<file path="src/rtl/ctrl_pipe_pkg.sv">
// ctrl_pipe_pkg: shared definitions for the back-end control pipeline carrier.
//   CTRL_W      default control bundle width
//   *_BIT/_LSB  field offsets inside the standard decoded bundle
//   stage_slice helper that extracts one stage's bundle from a flattened bus
package ctrl_pipe_pkg;

  localparam int CTRL_W     = 16;
  localparam int MAX_STAGES = 8;

  localparam int MEMTOREG_BIT   = 0;
  localparam int MEMWRITE_BIT   = 1;
  localparam int ALUSRC_BIT     = 2;
  localparam int REGDST_BIT     = 3;
  localparam int REGWRITE_BIT   = 4;
  localparam int ALUCONTROL_LSB = 5;   // ALUCONTROL occupies [12:5]
  localparam int ALUCONTROL_W   = 8;
  localparam int HLWRITE_BIT    = 13;
  localparam int BJAL_BIT       = 14;

  // The bus is sized for the largest supported pipe; narrower buses are
  // zero-extended by the caller.
  function automatic logic [CTRL_W-1:0] stage_slice(
    input logic [MAX_STAGES*CTRL_W-1:0] bus,
    input int unsigned                  k
  );
    return bus[k*CTRL_W +: CTRL_W];
  endfunction

endpackage

</file>
<file path="src/rtl/ctrl_pipe_stage.sv">
// ctrl_pipe_stage: one pipeline register slice for a control bundle.
//   clk, rst       clock, synchronous active-high reset
//   d, d_valid     bundle offered by the upstream stage or the input
//   hold           keep the current contents
//   flush          clear the slice (wins over hold and load)
//   q, q_valid     registered bundle and its valid flag
module ctrl_pipe_stage
  import ctrl_pipe_pkg::*;
#(
  parameter int WIDTH = CTRL_W
) (
  input  logic             clk,
  input  logic             rst,
  input  logic [WIDTH-1:0] d,
  input  logic             d_valid,
  input  logic             hold,
  input  logic             flush,
  output logic [WIDTH-1:0] q,
  output logic             q_valid
);

  logic [WIDTH-1:0] ctrl_d, ctrl_q;
  logic             valid_d, valid_q;

  always_comb begin
    ctrl_d  = ctrl_q;
    valid_d = valid_q;
    if (flush) begin
      ctrl_d  = '0;
      valid_d = 1'b0;
    end else if (!hold) begin
      ctrl_d  = d;
      valid_d = d_valid;
    end
  end

  always_ff @(posedge clk) begin
    if (rst) begin
      ctrl_q  <= '0;
      valid_q <= 1'b0;
    end else begin
      ctrl_q  <= ctrl_d;
      valid_q <= valid_d;
    end
  end

  assign q       = ctrl_q;
  assign q_valid = valid_q;

endmodule

</file>
<file path="src/rtl/ctrl_pipe_regs.sv">
// ctrl_pipe_regs: carries decoded control bundles through the back-end stages
// (stage 0 = E) with per-stage valid, bubble collapse, stall back-propagation
// and a registered occupancy count.
//   clk, rst          clock, synchronous active-high reset
//   in_valid/in_ctrl  D-stage bundle; in_ready says stage 0 takes it this cycle
//   stall_i, flush_i  per-stage hold and kill requests (bit 0 = E)
//   out_ctrl          stage k bundle at [k*WIDTH +: WIDTH]; zero when invalid
//   out_valid         per-stage live flag
//   occupancy         registered popcount of out_valid
//   perf_bubble_cnt   edges where the last stage ends up empty; only counts
//                     when CTRL_PIPE_PERF_EN is defined, otherwise tied to 0
module ctrl_pipe_regs
  import ctrl_pipe_pkg::*;
#(
  parameter int WIDTH  = CTRL_W,
  parameter int STAGES = 3
) (
  input  logic                       clk,
  input  logic                       rst,
  input  logic                       in_valid,
  input  logic [WIDTH-1:0]           in_ctrl,
  output logic                       in_ready,
  input  logic [STAGES-1:0]          stall_i,
  input  logic [STAGES-1:0]          flush_i,
  output logic [STAGES*WIDTH-1:0]    out_ctrl,
  output logic [STAGES-1:0]          out_valid,
  output logic [$clog2(STAGES+1)-1:0] occupancy,
  output logic [31:0]                perf_bubble_cnt
);

  localparam int OCC_W = $clog2(STAGES+1);

  logic [WIDTH-1:0]  stage_ctrl [STAGES];
  logic [WIDTH-1:0]  src_ctrl   [STAGES];
  logic [STAGES-1:0] valid;
  logic [STAGES-1:0] src_valid;
  logic [STAGES-1:0] hold;
  logic [STAGES-1:0] nxt_valid;
  logic [OCC_W-1:0]  occupancy_d, occupancy_q;

  // An empty stage is never held by downstream pressure, so bubbles collapse.
  always_comb begin
    hold = '0;
    hold[STAGES-1] = stall_i[STAGES-1];
    for (int k = STAGES-2; k >= 0; k--) begin
      hold[k] = stall_i[k] | (hold[k+1] & valid[k]);
    end
  end

  assign in_ready = ~hold[0];

  // A stuck upstream stage hands a bubble downstream instead of duplicating.
  always_comb begin
    for (int k = 0; k < STAGES; k++) begin
      src_ctrl[k]  = '0;
      src_valid[k] = 1'b0;
    end
    src_ctrl[0]  = in_valid ? in_ctrl : '0;
    src_valid[0] = in_valid;
    for (int k = 1; k < STAGES; k++) begin
      if (!hold[k-1]) begin
        src_ctrl[k]  = stage_ctrl[k-1];
        src_valid[k] = valid[k-1];
      end
    end
  end

  for (genvar k = 0; k < STAGES; k++) begin : g_stage
    ctrl_pipe_stage #(.WIDTH(WIDTH)) u_stage (
      .clk     (clk),
      .rst     (rst),
      .d       (src_ctrl[k]),
      .d_valid (src_valid[k]),
      .hold    (hold[k]),
      .flush   (flush_i[k]),
      .q       (stage_ctrl[k]),
      .q_valid (valid[k])
    );
    assign out_ctrl[k*WIDTH +: WIDTH] = stage_ctrl[k];

    if (k < STAGES-1) begin : g_no_loss
      a_no_loss: assert property (@(posedge clk) disable iff (rst)
        !(valid[k] && hold[k+1] && !hold[k] && !flush_i[k+1]));
    end
  end

  assign out_valid = valid;

  // Next-state valid mirrors the stage priority so occupancy lands on the
  // same edge as the valid flags.
  always_comb begin
    occupancy_d = '0;
    for (int k = 0; k < STAGES; k++) begin
      nxt_valid[k] = flush_i[k] ? 1'b0 : (hold[k] ? valid[k] : src_valid[k]);
      occupancy_d  = occupancy_d + OCC_W'(nxt_valid[k]);
    end
  end

  always_ff @(posedge clk) begin
    if (rst) occupancy_q <= '0;
    else     occupancy_q <= occupancy_d;
  end

  assign occupancy = occupancy_q;

`ifdef CTRL_PIPE_PERF_EN
  logic [31:0] perf_bubble_cnt_d, perf_bubble_cnt_q;

  always_comb begin
    perf_bubble_cnt_d = perf_bubble_cnt_q;
    if (!nxt_valid[STAGES-1] && (perf_bubble_cnt_q != 32'hFFFF_FFFF))
      perf_bubble_cnt_d = perf_bubble_cnt_q + 32'd1;
  end

  always_ff @(posedge clk) begin
    if (rst) perf_bubble_cnt_q <= '0;
    else     perf_bubble_cnt_q <= perf_bubble_cnt_d;
  end

  assign perf_bubble_cnt = perf_bubble_cnt_q;
`else
  assign perf_bubble_cnt = 32'd0;
`endif

endmodule

</file>
<file path="config.mk">
export PLATFORM = sky130hd
export DESIGN_NAME = ctrl_pipe_regs
export DESIGN_NICKNAME = d
export VERILOG_FILES = /design/src/rtl/ctrl_pipe_pkg.sv /design/src/rtl/ctrl_pipe_stage.sv /design/src/rtl/ctrl_pipe_regs.sv
export SDC_FILE = /design/constraint.sdc
export NUM_CORES = 1
export LEC_CHECK = 0
export CAP_MARGIN = 20
export CORE_MARGIN = 3
export CORE_UTILIZATION = 37
export CTS_CLUSTER_SIZE = 28
export DETAILED_ROUTE_END_ITERATION = 7
export PLACE_DENSITY_LB_ADDON = 0.12
export SYNTH_ARGS = -nofsm -noshare
export SYNTH_HDL_FRONTEND = slang
export SYNTH_SLANG_ARGS = --single-unit
</file>
<file path="constraint.sdc">
create_clock -name clk -period 1.9 [get_ports clk]
set_input_delay 0.475 -clock clk [delete_from_list [all_inputs] [get_ports clk]]
set_output_delay 0.475 -clock clk [all_outputs]
set_load 0.03 [all_outputs]
</file>
==> results of run 1 <==
-- worst register-to-register path, cell delays in order, from the launching register on --
cell and delay [ns]:
dfxtp_1 0.35, a21o_1 0.24, or3b_4 0.39, a21oi_2 0.14, fa_1 0.41, nor2b_1 0.13
-- sequential cells by signal, indices dropped and copies added, names as in the netlist --
register,flops
g_stage.u_stage.q,48
g_stage.u_stage.q_valid,3
occupancy,2
-- synthesized netlist by cell type, types with 4 or more instances --
cell | number | area [sq um]
a21oi_1 | 53 | 265
buf_2 | 4 | 20.0
buf_4 | 35 | 263
nor3b_1 | 16 | 120
clkbuf_1 | 14 | 52.6
o21ai_0 | 18 | 90.1
nand3b_1 | 16 | 120
nor2_1 | 18 | 67.6
buf_6 | 4 | 45.0
dfxtp_1 | 53 | 1060
or3_1 | 16 | 100
nand2_1 | 34 | 128
-- stage by stage --
step	instances	power, W	hold WS [ns]	setup WS [ns]
after detailed placement	436	0.00145	0.456	-0.533
after CTS	446	0.00210	0.470	0.0134
after global routing	446	0.00216	0.495	0.000173
final	446	0.00208	0.469	0.0514
after floorplan	328	0.00140	0.490	-0.112
after global placement	436	0.00144	0.451	-0.455
-- layout by cell type (no fill, tap or decap) --
cell type	synthesis	final
clkdlybuf4s50_1	0	68
dfxtp_1	53	53
a21oi_1	53	51
nand2_1	34	34
conb_1	1	32
o21ai_0	18	18
nor2_1	18	18
nor3b_1	16	16
or3_1	16	16
nand3b_1	16	16
buf_4	35	12
clkbuf_8	0	6
dlymetal6s2s_1	0	5
or2_2	3	3
nor2b_1	3	3
dlygate4sd2_1	0	3
a21o_1	2	2
or3b_4	0	2
a21oi_2	0	2
buf_12	0	2
and3_4	0	1
a211oi_1	1	1
fa_1	1	1
clkbuf_1	14	1
bufbuf_16	0	1
clkdlybuf4s15_1	0	1
buf_6	4	1
-- cell type report --
type	count	area, sq um	share of cell area
clock buffer	7	86.3	0.0259
multi-input combinational	216	1130	0.340
timing repair buffer	93	953	0.286
sequential	53	1060	0.319
tap	77	96.3	0.0289
-- timing repair --
action / CTS / global route
endpoints found under the setup margin: 4 / 6
buffers inserted: 2 / 0
pin swaps: 6 / 0
gates resized for setup: 13 / 6
gates cloned: 1 / 0
-- logic make-up (layout without fill, tap and decap cells) --
family                     count (synthesis)  count (layout)  share of synthesized area
DFF                                       53              53                      0.434
other                                      1              32                    0.00153
AOI/OAI and AO/OA                         74              74                      0.154
buffers and inverters                     59             100                      0.158
adders and majority gates                  1               1                    0.00818
and+or+nand+nor                          109             109                      0.244
-- routing by layer --
layer	part of all wire	track usage	wire (um)
met2	0.43	0.225	2530
met5	0	0	0
met4	0.017	0.0446	100
met3	0.064	0.0312	372
met1	0.49	0.218	2840
-- power by group through the flow --
stage / Clock, W / Combinational, W / Sequential [W]
2_1_floorplan: 0 / 0.000230 / 0.00117
3_3_place_gp: 0 / 0.000291 / 0.00115
3_5_place_dp: 0 / 0.000292 / 0.00115
4_1_cts: 0.000657 / 0.000311 / 0.00113
5_1_grt: 0.000693 / 0.000336 / 0.00113
6_report: 0.000642 / 0.000312 / 0.00113
-- worst max-delay path by stage --
| stage | start | end |
|---|---|---|
| finish | g_stage[0].u_stage.q[10] | out_ctrl[10] |
| global route | g_stage[0].u_stage.q[15] | out_ctrl[15] |
| CTS | g_stage[0].u_stage.q_valid | out_valid[0] |
| detailed placement | stall_i[1] | occupancy[0] |
| global placement | stall_i[1] | occupancy[0] |
| floorplan | stall_i[2] | occupancy[0] |
==> metrics.csv, run 1 <==
metric;value;unit
grt_max_degree;34;
syn_area;2450;sq um
arrival;1.37;ns
io_pins;111;
cp_slowest_cell;clkdlybuf4s50_1;
drt-total-wl;5850;um
cts_buffer_depth;2;
critPathBufInv;1;
worst-r2r-cell-count;5;
syn_avg_cell_area;8.24;sq um
grt_setup_unrepaired;no;
fmax;541;MHz
seq_area_frac_synth;0.434;
crit_path_start_kind;flip-flop;
fin_area;3330;sq um
share_comb_of_total_power;0.150;
async_reset_ff_frac;0;
routedWlPerCell;13.1;um
synth_ff_type;dfxtp_1;
worstSetupPathType;flip-flop to output pin;
placed_area;3150;sq um
num_rows;29;
slowest_delay;0.69;ns
finalNetCount;395;
ir_drop;0.323;mV
start_util;0.383;
final_layout_size_suffix_gt1_frac;0.0813;
dr.pass1.iters;4;
place_congestion;0.773;
synth_edf_count;0;
slew_viol_final;0;
ys_ff_latch;53;
ctsHoldBuffers;0;
cts_root_buf;clkbuf_8;
maxCapViolCount;0;
clk_latency;0.30;ns
fillers;610;
ant_nets;0;
drtIter0Drc;94;
cts_buffers;5;
leakagePower;1.26;nW
die_height;87.3;um
port_buffers;78;
hold_start;g_stage[1].u_stage.q[12];
ys_types;22;
hold_viol;0;
grt_overflow_total;0;
cts.reportedPaths.clkPinSlew;0.09;ns
setup.worst_path.end_class;output pin;
switching_share;0.268;
post-route-drc-count;0;
required;1.42;ns
crit_fanout;3;
tns;0;ns
antennaDiodeCount;0;
setup_violations;0;
min_period_over_period;0.973;
antenna_found_initial;0;
hold_path.class;flip-flop to flip-flop;
pwr_density_cell;625;nW/um^2
vias;2068;
grt_pass1_wl;9230;um
clock-sinks;53;
crit_chain;clkdlybuf4s50_1;
synthCells;297;
holdPathStages;2;
critical_path_cell_count;1;
seq_power_share;0.542;
dieArea;7630;sq um
rrSetupSlack;0.14;ns
p_switching;0.000558;W
finClkSkew;0.00314;ns
yosysWarnings;0;
grtUsageTotal;0.151;
internal_power;0.00152;W
clkPwrFrac;0.309;
cp_top_family;buffers and inverters;
first_global_vias;1817;
final_core_util;0.521;
fin_crit;1.85;ns
cts_tree;done;
outcome;finished clean;
viasPerCell;4.64;
r2r_end;occupancy[0];
fp.dieW;87.3;um
r2r_start;g_stage[0].u_stage.q_valid;
cts-htree-levels;2;
dpl.hpwl;4130;um
min_to;g_stage[1].u_stage.q[12];
area_growth;36.0;%
core-area;6390;sq um
Power figures use the tool's default switching activity.
==> inputs of run 2 (changes only) <==
Settings changed: CTS_CLUSTER_SIZE 28 to not set.
==> results of run 2 <==
No change in the layout: final DEF, timing and power equal those of run 1.
